<file path="config.mk">
export PLATFORM = sky130hd
export DESIGN_NAME = pc_sequencer
export DESIGN_NICKNAME = d
export VERILOG_FILES = /design/src/rtl/pc_sequencer.sv
export SDC_FILE = /design/constraint.sdc
export NUM_CORES = 1
export LEC_CHECK = 0
export CORE_AREA = 2 2 108 110
export CTS_BUF_LIST = sky130_fd_sc_hd__clkbuf_4
export CTS_CLUSTER_DIAMETER = 40
export DETAILED_ROUTE_END_ITERATION = 8
export DIE_AREA = 0 0 110 112
export HOLD_SLACK_MARGIN = 0.1
export PLACE_DENSITY = 0.73
export SLEW_MARGIN = 20
export SYNTH_ARGS = -nofsm -noshare
export SYNTH_HDL_FRONTEND = slang
export SYNTH_SLANG_ARGS = --single-unit
</file>
<file path="constraint.sdc">
create_clock -name clk -period 5.5 [get_ports clk]
set_input_delay 0.825 -clock clk [delete_from_list [all_inputs] [get_ports clk]]
set_output_delay 0.825 -clock clk [all_outputs]
set_load 0.05 [all_outputs]
</file>
<file path="src/rtl/pc_sequencer.sv">
// ---------------------------------------------------------------------------
// pc_sequencer -- program counter with an 8-deep circular return stack.
//
// Each enabled cycle the PC either increments, skips, jumps, calls or
// returns (priority ret > call > jump > skip > increment). Every transfer
// and every skip raises a one-cycle flush that squashes the instruction
// fetched next. During that squash cycle all requests are ignored.
//
// Ports
//   clk       in   clock, rising edge active
//   reset     in   synchronous active-low reset
//   en        in   instruction-cycle strobe; all state holds when 0
//   jump      in   GOTO request
//   call      in   CALL request (push return address, then jump)
//   ret       in   RETURN request (pop)
//   skip      in   conditional skip taken
//   target    in   [10:0] jump/call destination, PC[10:0]
//   pch       in   [1:0]  page bits, PC[12:11] on jump/call
//   pc        out  [12:0] current fetch address (registered)
//   flush     out  discard the instruction fetched this cycle (registered)
//   depth     out  [3:0]  valid stack entries, 0..8
//   stack_ovf out  sticky overflow flag
//   stack_unf out  sticky underflow flag
// ---------------------------------------------------------------------------
module pc_sequencer (
   input  logic        clk,
   input  logic        reset,
   input  logic        en,
   input  logic        jump,
   input  logic        call,
   input  logic        ret,
   input  logic        skip,
   input  logic [10:0] target,
   input  logic [1:0]  pch,
   output logic [12:0] pc,
   output logic        flush,
   output logic [3:0]  depth,
   output logic        stack_ovf,
   output logic        stack_unf
);

   localparam int unsigned PC_W    = 13;
   localparam int unsigned STK_D   = 8;
   localparam int unsigned SP_W    = 3;
   localparam int unsigned DEPTH_W = 4;

   logic [PC_W-1:0]    pc_q, pc_d;
   logic               flush_q, flush_d;
   logic [SP_W-1:0]    sp_q, sp_d;
   logic [DEPTH_W-1:0] depth_q, depth_d;
   logic               ovf_q, ovf_d;
   logic               unf_q, unf_d;
   logic [PC_W-1:0]    stack_q [STK_D];

   logic [PC_W-1:0]    pc_inc;
   logic [PC_W-1:0]    pc_jmp;
   logic [SP_W-1:0]    sp_dec;
   logic               push_we;

   assign pc_inc = pc_q + PC_W'(1);
   assign pc_jmp = {pch, target};
   assign sp_dec = sp_q - SP_W'(1);

   // Next-state selection; a pending flush overrides every request.
   always_comb begin
      pc_d    = pc_q;
      flush_d = flush_q;
      sp_d    = sp_q;
      depth_d = depth_q;
      ovf_d   = ovf_q;
      unf_d   = unf_q;
      push_we = 1'b0;
      if (flush_q) begin
         pc_d    = pc_inc;
         flush_d = 1'b0;
      end else if (ret) begin
         pc_d    = stack_q[sp_dec];
         sp_d    = sp_dec;
         flush_d = 1'b1;
         if (depth_q == DEPTH_W'(0)) begin
            unf_d = 1'b1;
         end else begin
            depth_d = depth_q - DEPTH_W'(1);
         end
      end else if (call) begin
         push_we = 1'b1;
         pc_d    = pc_jmp;
         sp_d    = sp_q + SP_W'(1);
         flush_d = 1'b1;
         // Full stack: the push overwrites the oldest entry.
         if (depth_q == DEPTH_W'(STK_D)) begin
            ovf_d = 1'b1;
         end else begin
            depth_d = depth_q + DEPTH_W'(1);
         end
      end else if (jump) begin
         pc_d    = pc_jmp;
         flush_d = 1'b1;
      end else if (skip) begin
         pc_d    = pc_inc;
         flush_d = 1'b1;
      end else begin
         pc_d = pc_inc;
      end
   end

   // State registers; reset wins over en.
   always_ff @(posedge clk) begin
      if (!reset) begin
         pc_q    <= '0;
         flush_q <= 1'b0;
         sp_q    <= '0;
         depth_q <= '0;
         ovf_q   <= 1'b0;
         unf_q   <= 1'b0;
         for (int i = 0; i < STK_D; i++) begin
            stack_q[i] <= '0;
         end
      end else if (en) begin
         pc_q    <= pc_d;
         flush_q <= flush_d;
         sp_q    <= sp_d;
         depth_q <= depth_d;
         ovf_q   <= ovf_d;
         unf_q   <= unf_d;
         if (push_we) begin
            stack_q[sp_q] <= pc_inc;
         end
      end
   end

   assign pc        = pc_q;
   assign flush     = flush_q;
   assign depth     = depth_q;
   assign stack_ovf = ovf_q;
   assign stack_unf = unf_q;

endmodule

</file>
==> metrics.cfg, run 1 <==
[outcome]
status = finished, final reports clean

[logic_synthesis]
yosysUniqueCellTypes = 60
postSynthCellCount = 510
yosys.area.top_type = edfxtp_1
synthAdderAreaFrac_pct = 1.347
yosysMostFrequentCell = nor2_1
synth_nets = 536
synth_edf_count = 104
synthTopCellsByCount = 127 x nor2_1, 104 x edfxtp_1, 36 x nand2_1
netlist_area_um2 = 6131
synth-compound-area-share_pct = 8.286
ys_seq_area_share_pct = 58.45
yosys-top-cells-area = edfxtp_1 51%, nor2_1 7.8%, mux4_2 7.7%
ys_ff_latch = 127
yosys_warnings = 0
async_reset_ff_share_pct = 0
yosys.area_share.simple_pct = 14.61
synth_xor_area_share_pct = 3.265
synth_top_family_by_area = simple AND/OR/NAND/NOR gates
synth-main-ff-cell = edfxtp_1
netlist.area_leader.share_pct = 50.94
syn_avg_cell_area_um2 = 12.02
synthMuxAreaShare_pct = 10.53

[routing]
firstDrtPassIters = 7
routed_wirelength_mm = 16.53
viasPerCell = 6.425
wl_per_cell_um = 23.76
antenna_left = 0
num_vias = 4472
route.detailed.drc = 0
detail_route.iter0.violations = 811

[pwr]
power.density_nw_per_um2 = 334.2
p_leak_uw = 0.002348
ir_drop_mv = 0.1543

[final_layout]
syn2layout_area_growth_pct = 13.55
antenna_cells = 0
multiInputGateArea_um2 = 2365
num-fill-cells = 868
layout.nets = 566
regArea_um2 = 3585
drive_above_1_share_pct = 13.74

[clock_network]
post-cts-setup-buffer-count = 0
h-tree-depth = 4
insertion_delay_ps = 540
hold_buffers = 0
cts-resized-gates = 0
cts.sinks = 127
clockBufferDepth = 2
cts_root_buf = clkbuf_4
cts_buffers = 17
cts_tree = done
clk_pin_slew_ps = 120

[global_routing]
grt-ovfl-total = 0
antenna_found_initial = 0
first_global_vias = 4227
grt_first_pass_wirelength_mm = 25.04
grt_use_total_pct = 28.50
grt_start_max_net_pins = 33

[critical_path]
cp_data_required_time_ps = 5680
max_stage_delay_ps = 680
end_kind = flop
crit_fanout = 15
ff2ff_setup_slack_ps = 2390
start_kind = input pin
critPathSlowestCell = or4_1
crit_top_cell = nand2_1
worstPathArrival_ps = 3430
path_cells = clkdlybuf4s50_1 -> buf_4 -> and4bb_2 -> nand2_1 -> or4_1 -> nand2_1
worstSetupPathType = in -> reg

[timing]
clock_skew_ps = 18.38
tns_ps = 0
worst_slack_ps = 2251
relSlewSlack_pct = 20.94
fin_crit_ps = 3249
max_freq_mhz = 307.8
setup_viol = 0
slew_violations = 0
rsz0062_at_grt = no
period_share_pct = 59.08
worst_pin_slew_ps = 1182
finalHoldViolations = 0

[place]
place_ws_ps = 1767
place.gp.congestion = 0.9541
hpwl_mm = 11.19
port_buffers = 39

[flow_run]
drv_cap = 0

[hold_path]
hold_path.class = reg -> reg

[die]
start_util_pct = 54.87
num_rows = 39
core_area_um2 = 11170
fp.dieH_um = 112
dieArea_um2 = 12320
dieWidth_um = 110
design.portCount = 40

[critical path: cells and delay by family]
family | cells | cell delay (ps)
and+or+nand+nor | 4 | 1740
buffers and inverters | 2 | 850
[registers in the layout, summed over array words and instances, names as in the netlist]
signal     cells
depth          4
flush          1
pc            13
sp_q           3
stack_ovf      1
stack_q      104
stack_unf      1
[power breakdown]
group | internal (µW) | switching (µW) | leakage (µW) | total (µW)
logic | 157 | 259 | 0.000915 | 415
clock network | 411 | 364 | 0.000170 | 775
registers | 1080 | 53.7 | 0.00126 | 1140
[per-stage QoR]
step	hold WS, ps	total power (µW)	instances	area (µm²)	util (%)
final	503.7	2326	696	6962	62.30
after global routing	569.0	2403	696	6962	62.30
after CTS	507.9	2319	696	6929	62.01
after detailed placement	475.1	1562	664	6580	58.88
after global placement	475.7	1553	664	6580	58.88
after floorplan	568.7	1412	510	6131	-
[final timing paths]
kind / startpoint / to / cells after the start
hold / removal: stack_unf / stack_unf / 2
hold reg to reg: stack_unf / stack_unf / 2
setup reg to reg: pc[0] / stack_q[7][10] / 5
setup / recovery: ret / stack_q[2][11] / 6
[logic make-up (layout without fill, tap and decap cells)]
family                     after synthesis  count (layout)
and+or+nand+nor                        208             208
DFF                                    127             127
AOI/OAI and AO/OA                       74              74
buffers and inverters                   46              89
muxes                                   30              30
xor gates and xnor gates                19              19
adders and majority gates                6               6
[cell type report]
type	instances	share of cell area, %
clock inverters	14	3.073
clock buffers	18	1.941
inverters	11	0.5931
well taps	143	2.570
multi-input cells	337	33.97
flip-flops and latches	127	51.49
repair buffers	46	6.362
[cell usage in the layout (no fill, tap or decap), types with 7 or more instances in the layout]
cell type / synthesis / layout
o21ai_0: 22 / 22
edfxtp_1: 104 / 104
nor2_1: 127 / 127
clkdlybuf4s50_1: 0 / 39
nand2_1: 36 / 36
mux4_2: 21 / 21
dfxtp_1: 23 / 22
inv_1: 7 / 7
a21oi_1: 8 / 8
buf_4: 3 / 7
xnor2_1: 9 / 8
clkbuf_4: 0 / 18
nand3_1: 14 / 14
[metal layers]
metal	global-route usage [%]	wire, µm	vias up
li1	-	-	1949
met1	42.38	6778	2179
met2	40.20	7199	293
met3	6.265	1875	51
met4	12.74	681	0
met5	0	0	-
Power figures use the tool's default switching activity.
==> run 2, diff against run 1 <==
--- a/config.mk
+++ b/config.mk
@@ -5,13 +5,13 @@
 export SDC_FILE = /design/constraint.sdc
 export NUM_CORES = 1
 export LEC_CHECK = 0
-export CORE_AREA = 2 2 108 110
+export CORE_AREA = 2 2 109 111
 export CTS_BUF_LIST = sky130_fd_sc_hd__clkbuf_4
 export CTS_CLUSTER_DIAMETER = 40
 export DETAILED_ROUTE_END_ITERATION = 8
-export DIE_AREA = 0 0 110 112
+export DIE_AREA = 0 0 111 113
 export HOLD_SLACK_MARGIN = 0.1
-export PLACE_DENSITY = 0.73
+export PLACE_DENSITY = 0.75
 export SLEW_MARGIN = 20
 export SYNTH_ARGS = -nofsm -noshare
 export SYNTH_HDL_FRONTEND = slang
==> constraint.sdc (replaced) <==
create_clock -name clk -period 2.8 [get_ports clk]
set_input_delay 0.42 -clock clk [delete_from_list [all_inputs] [get_ports clk]]
set_output_delay 0.42 -clock clk [all_outputs]
set_load 0.05 [all_outputs]
==> metrics.cfg, run 2 (synthesis gave the netlist of run 1 again) <==
[outcome]
status = finished, final reports clean

[global_routing]
first_global_vias = 4494  ; +6.3%
grt_use_total_pct = 24.67  ; -3.8 points
grt_start_max_net_pins = 32  ; -3.0%
grt-ovfl-total = 0  ; unchanged
grt_first_pass_wirelength_mm = 23.60  ; -5.7%
antenna_found_initial = 0  ; unchanged

[place]
dp_cells = 691  ; +4.1%
port_buffers = 39  ; unchanged
place_area_um2 = 6808  ; +3.5%
hpwl_mm = 10.12  ; -9.5%
place.gp.congestion = 0.8979  ; -5.9%

[final_layout]
layout.nets = 593  ; +4.8%
antenna_cells = 0  ; unchanged
largest_reg_flops = 104  ; unchanged
final_cells = 723  ; +3.9%
stdcell_area_um2 = 7063  ; +1.5%
multiInputGateArea_um2 = 2332  ; -1.4%
final_cell_mix = 127 x nor2_1, 104 x edfxtp_1, 39 x clkdlybuf4s50_1
final_common_cell = nor2_1
drive_above_1_share_pct = 17.07  ; +3.3 points
num-fill-cells = 857  ; -1.3%
regArea_um2 = 3585  ; unchanged
syn2layout_area_growth_pct = 15.20
largest-register = stack_q

[routing]
wl_met2_mm = 7.041  ; -2.2%
met3_length_mm = 1.367  ; -27%
antenna_left = 0  ; unchanged
route.detailed.drc = 0  ; unchanged
wl_per_cell_um = 20.15  ; -15%
top_layer_used = met4
routed_wirelength_mm = 14.57  ; -12%
num_vias = 4471  ; -0.022%
met1_length_mm = 5.835  ; -14%
firstDrtPassIters = 5  ; -2
detail_route.iter0.violations = 611  ; -25%
viasPerCell = 6.184  ; -3.8%

[critical_path]
end_kind = flop
r2r-start = sp_q[1]
worstSetupPathType = reg -> reg
crit_fanout = 26  ; +11
critical_path.startpoint = sp_q[1]
worstPathArrival_ps = 2890  ; -540 ps
reg2regPathDepth = 8  ; +3
cp_data_required_time_ps = 3200  ; -2480 ps
ff2ff_setup_slack_ps = 310  ; -2080 ps
start_kind = flop
r2r-end = pc[4]

[clock_network]
cts_buffers = 17  ; unchanged
insertion_delay_ps = 530  ; about the same
hold_buffers = 0  ; unchanged
cts_root_buf = clkbuf_4
cts_tree = done
post-cts-setup-buffer-count = 0  ; unchanged
clockBufferDepth = 2  ; unchanged
cts-resized-gates = 0  ; unchanged
h-tree-depth = 4  ; unchanged
clk_pin_slew_ps = 120  ; about the same
cts.sinks = 127  ; unchanged

[timing]
rsz0062_at_grt = no
tns_ps = 0  ; unchanged
finalHoldViolations = 0  ; unchanged
fin_crit_ps = 2490
setup_viol = 0  ; unchanged
max_freq_mhz = 401.6
worst_pin_slew_ps = 968.9  ; -212.9 ps
slew_violations = 0  ; unchanged
clock_skew_ps = 21.81  ; +3.429 ps
whs_ps = 502.5  ; -1.186 ps
period_share_pct = 88.93
relSlewSlack_pct = 34.94  ; +14 points

[die]
start_util_pct = 54.39  ; -0.48 points
dieWidth_um = 111  ; +0.91%
fp.dieH_um = 113  ; +0.89%
design.portCount = 40  ; unchanged
core_area_um2 = 11270  ; +0.87%
dieArea_um2 = 12540  ; +1.8%
num_rows = 39  ; unchanged

[hold_path]
hold_path.class = reg -> reg
min_to = stack_ovf
hold_depth = 2  ; unchanged
hp-start = stack_ovf

[pwr]
ir_drop_mv = 0.3078  ; +99%
power.density_nw_per_um2 = 593.4  ; +78%
p_leak_uw = 0.002435  ; +3.7%

[flow_run]
drv_cap = 0  ; unchanged

## run 2: how the worst max path moves through the flow
stage,endpoint,cells past startpoint
3_3_place_gp,stack_q[2][10],5
2_1_floorplan,pc[9],10
3_5_place_dp,stack_q[2][9],5
4_1_cts,pc[8],1
6_report,pc[4],8
5_1_grt,pc[4],8
## run 2: area by class of cell
cell class | count | share of cell area (%)
multi-input combinational | 337 | 33.02
clock inverter | 10 | 1.275
inverter | 11 | 0.5846
timing repair buffer | 73 | 9.495
clock buffer | 22 | 2.338
sequential | 127 | 50.75
tap | 143 | 2.533
## run 2: report_power, final
| part | total, µW | switching, µW | leakage (µW) | internal (µW) |
|---|---|---|---|---|
| Combinational | 840 | 496 | 0.00104 | 343 |
| Clock | 1150 | 667 | 0.000130 | 485 |
| Sequential | 2200 | 75.3 | 0.00126 | 2120 |
| Total | 4190 | 1240 | 0.00244 | 2950 |
## run 2: through the flow
step | total power, µW | utilization [%] | worst slack [ps]
after floorplan | 2774 | - | 140.0
after global placement | 3054 | 60.40 | 261.2
after detailed placement | 3075 | 60.40 | 226.1
after CTS | 4204 | 62.66 | 310.3
after global routing | 4361 | 62.66 | 150.6
final | 4191 | 62.66 | 310.0
## run 2: routing by layer
metal / vias up / GRT usage (%)
met4: 0 / 8.917
met3: 35 / 6.427
met2: 257 / 40.82
li1: 2003 / -
met5: - / 0
met1: 2176 / 31.90
## run 2: critical path: stages (launching register included)
cell and delay [ps]:
dfxtp_1 480, inv_1 150, ha_1 390, buf_12 220, mux4_1 350, mux2i_1 180, nor2_1 60, a2111oi_0 440
a211oi_1 90
==> run 3, diff against run 2 <==
--- a/config.mk
+++ b/config.mk
@@ -5,13 +5,15 @@
 export SDC_FILE = /design/constraint.sdc
 export NUM_CORES = 1
 export LEC_CHECK = 0
+export CAP_MARGIN = 20
 export CORE_AREA = 2 2 109 111
 export CTS_BUF_LIST = sky130_fd_sc_hd__clkbuf_4
 export CTS_CLUSTER_DIAMETER = 40
 export DETAILED_ROUTE_END_ITERATION = 8
 export DIE_AREA = 0 0 111 113
 export HOLD_SLACK_MARGIN = 0.1
-export PLACE_DENSITY = 0.75
+export PLACE_DENSITY = 0.77
+export RECOVER_POWER = 100
 export SLEW_MARGIN = 20
 export SYNTH_ARGS = -nofsm -noshare
 export SYNTH_HDL_FRONTEND = slang
==> metrics.cfg, run 3 (synthesis gave the netlist of run 1 again) <==
[outcome]
status = finished, final reports clean

[timing]
rsz0062_at_grt = no
setup_viol = 0  ; unchanged
slew_violations = 0  ; unchanged
max_freq_mhz = 397.5  ; -1.0%
fin_crit_ps = 2515  ; +25.37 ps
worst_pin_slew_ps = 1051  ; +81.98 ps
finalHoldViolations = 0  ; unchanged
relSlewSlack_pct = 29.44  ; -5.5 points
worst_slack_ps = 284.6  ; -25.37 ps
tns_ps = 0  ; unchanged
period_share_pct = 89.84  ; +0.91 points
clock_skew_ps = 30.48  ; +8.673 ps

[routing]
route.detailed.drc = 0  ; unchanged
antenna_left = 0  ; unchanged
routed_wirelength_mm = 14.40  ; -1.2%
num_vias = 4462  ; -0.20%
wl_per_cell_um = 19.73  ; -2.1%
detail_route.iter0.violations = 612  ; +0.16%
viasPerCell = 6.112  ; -1.2%
firstDrtPassIters = 5  ; unchanged

[pwr]
p_sw_share_pct = 30.57  ; +1.0 points
combPwrFrac_pct = 19.6  ; -0.4 points
p_seq_share_pct = 52.5  ; about the same
power.density_nw_per_um2 = 597.9  ; +0.76%
ir_drop_mv = 0.2806  ; -8.9%
power.switching_uw = 1279  ; +3.2%
power_frac_clock_pct = 28.0  ; +0.5 points
p_leak_uw = 0.002454  ; +0.78%
intPower_uw = 2903  ; -1.7%

[die]
num_rows = 39  ; unchanged
design.portCount = 40  ; unchanged
start_util_pct = 54.39  ; unchanged
fp.dieH_um = 113  ; unchanged
core_area_um2 = 11270  ; unchanged
dieWidth_um = 111  ; unchanged
dieArea_um2 = 12540  ; unchanged

[critical_path]
path_cells = dlygate4sd3_1 -> clkbuf_1 -> clkinv_1 -> nor2_1 -> clkbuf_1 -> o21ai_0 -> a22oi_1 -> nor2_1
critPathTopFamily = buffers and inverters
worstPathArrival_ps = 2930  ; +40 ps
crit_fanout = 12  ; -54%
end_kind = flop
reg2regPathDepth = 6  ; -2
max_stage_delay_ps = 540  ; +60 ps
critPathBufInv = 4  ; +2
worstSetupPathType = in -> reg
critPathSlowestCell = dlygate4sd3_1
start_kind = input pin
cp_data_required_time_ps = 3210  ; about the same
cp_num_cells = 8  ; unchanged

[flow_run]
drv_cap = 0  ; unchanged

[clock_network]
cts.sinks = 127  ; unchanged
post-cts-setup-buffer-count = 0  ; unchanged
clk_pin_slew_ps = 110  ; about the same
hold_buffers = 0  ; unchanged
cts-resized-gates = 0  ; unchanged
insertion_delay_ps = 540  ; about the same
clockBufferDepth = 2  ; unchanged
h-tree-depth = 4  ; unchanged
cts_tree = done
cts_root_buf = clkbuf_4
cts_buffers = 17  ; unchanged

[final_layout]
antenna_cells = 0  ; unchanged
syn2layout_area_growth_pct = 14.08
largest-register = stack_q
num-fill-cells = 899  ; +4.9%
layout.nets = 600  ; +1.2%
final_cell_mix = 127 x nor2_1, 104 x edfxtp_1, 36 x nand2_1
drive_above_1_share_pct = 13.80  ; -3.3 points
largest_reg_flops = 104  ; unchanged
final_common_cell = nor2_1

[place]
hpwl_mm = 10.43  ; +3.0%
place.gp.congestion = 0.8618  ; -4.0%
port_buffers = 39  ; unchanged
place_ws_ps = 248.5  ; +22.41 ps

[hold_path]
hold_depth = 2  ; unchanged
hold_path.class = reg -> reg

[global_routing]
grt_use_total_pct = 23.70  ; -0.97 points
grt_first_pass_wirelength_mm = 22.98  ; -2.6%
grt_start_max_net_pins = 25  ; -22%
first_global_vias = 4176  ; -7.1%
antenna_found_initial = 0  ; unchanged
grt-ovfl-total = 0  ; unchanged

## run 3: layout make-up
cell class | count | area [µm²] | share of cell area [%]
inverter | 11 | 41.29 | 0.5903
clock inverter | 13 | 118.9 | 1.699
tap | 143 | 178.9 | 2.558
clock buffer | 19 | 142.6 | 2.039
timing repair buffer | 80 | 620.6 | 8.873
sequential | 127 | 3583 | 51.23
multi-input combinational | 337 | 2308 | 33.01
## run 3: metrics by stage
step	area, µm²	instances	total power [µW]	hold slack, ps	utilization (%)
after global placement	6835	698	3057	451.9	60.64
final	6994	730	4182	476.1	62.05
after CTS	7097	730	4214	490.5	62.96
after global routing	6994	730	4347	528.1	62.05
after floorplan	6131	510	2774	568.7	-
after detailed placement	6835	698	3082	463.1	60.64
## run 3: metal layers
metal / part of all wire [%] / GRT usage (%)
met3: 8.1 / 4.821
met4: 1.3 / 6.000
met5: 0 / 0
met1: 43 / 33.54
met2: 48 / 38.24
## run 3: final timing paths
path | start | end | slack (ps)
worst max-delay path | en | sp_q[1] | 280
worst max register to register | pc[1] | pc[8] | 360
worst min register to register | stack_ovf | stack_ovf | 480
worst min-delay path | stack_ovf | stack_ovf | 480
## run 3: worst register-to-register path, stage by stage (launching register included)
cell and delay, ps:
dfxtp_1 380, ha_1 250, and3_1 320, and2_0 260, xnor2_1 750, o311ai_1 230, o2111a_1 170
## run 3: power groups by stage
stage	Sequential, µW	Clock [µW]	Combinational [µW]
5_1_grt	2210	1270	875
4_1_cts	2200	1170	846
3_5_place_dp	2240	0	844
2_1_floorplan	2320	0	459
6_report	2190	1170	818
3_3_place_gp	2230	0	826
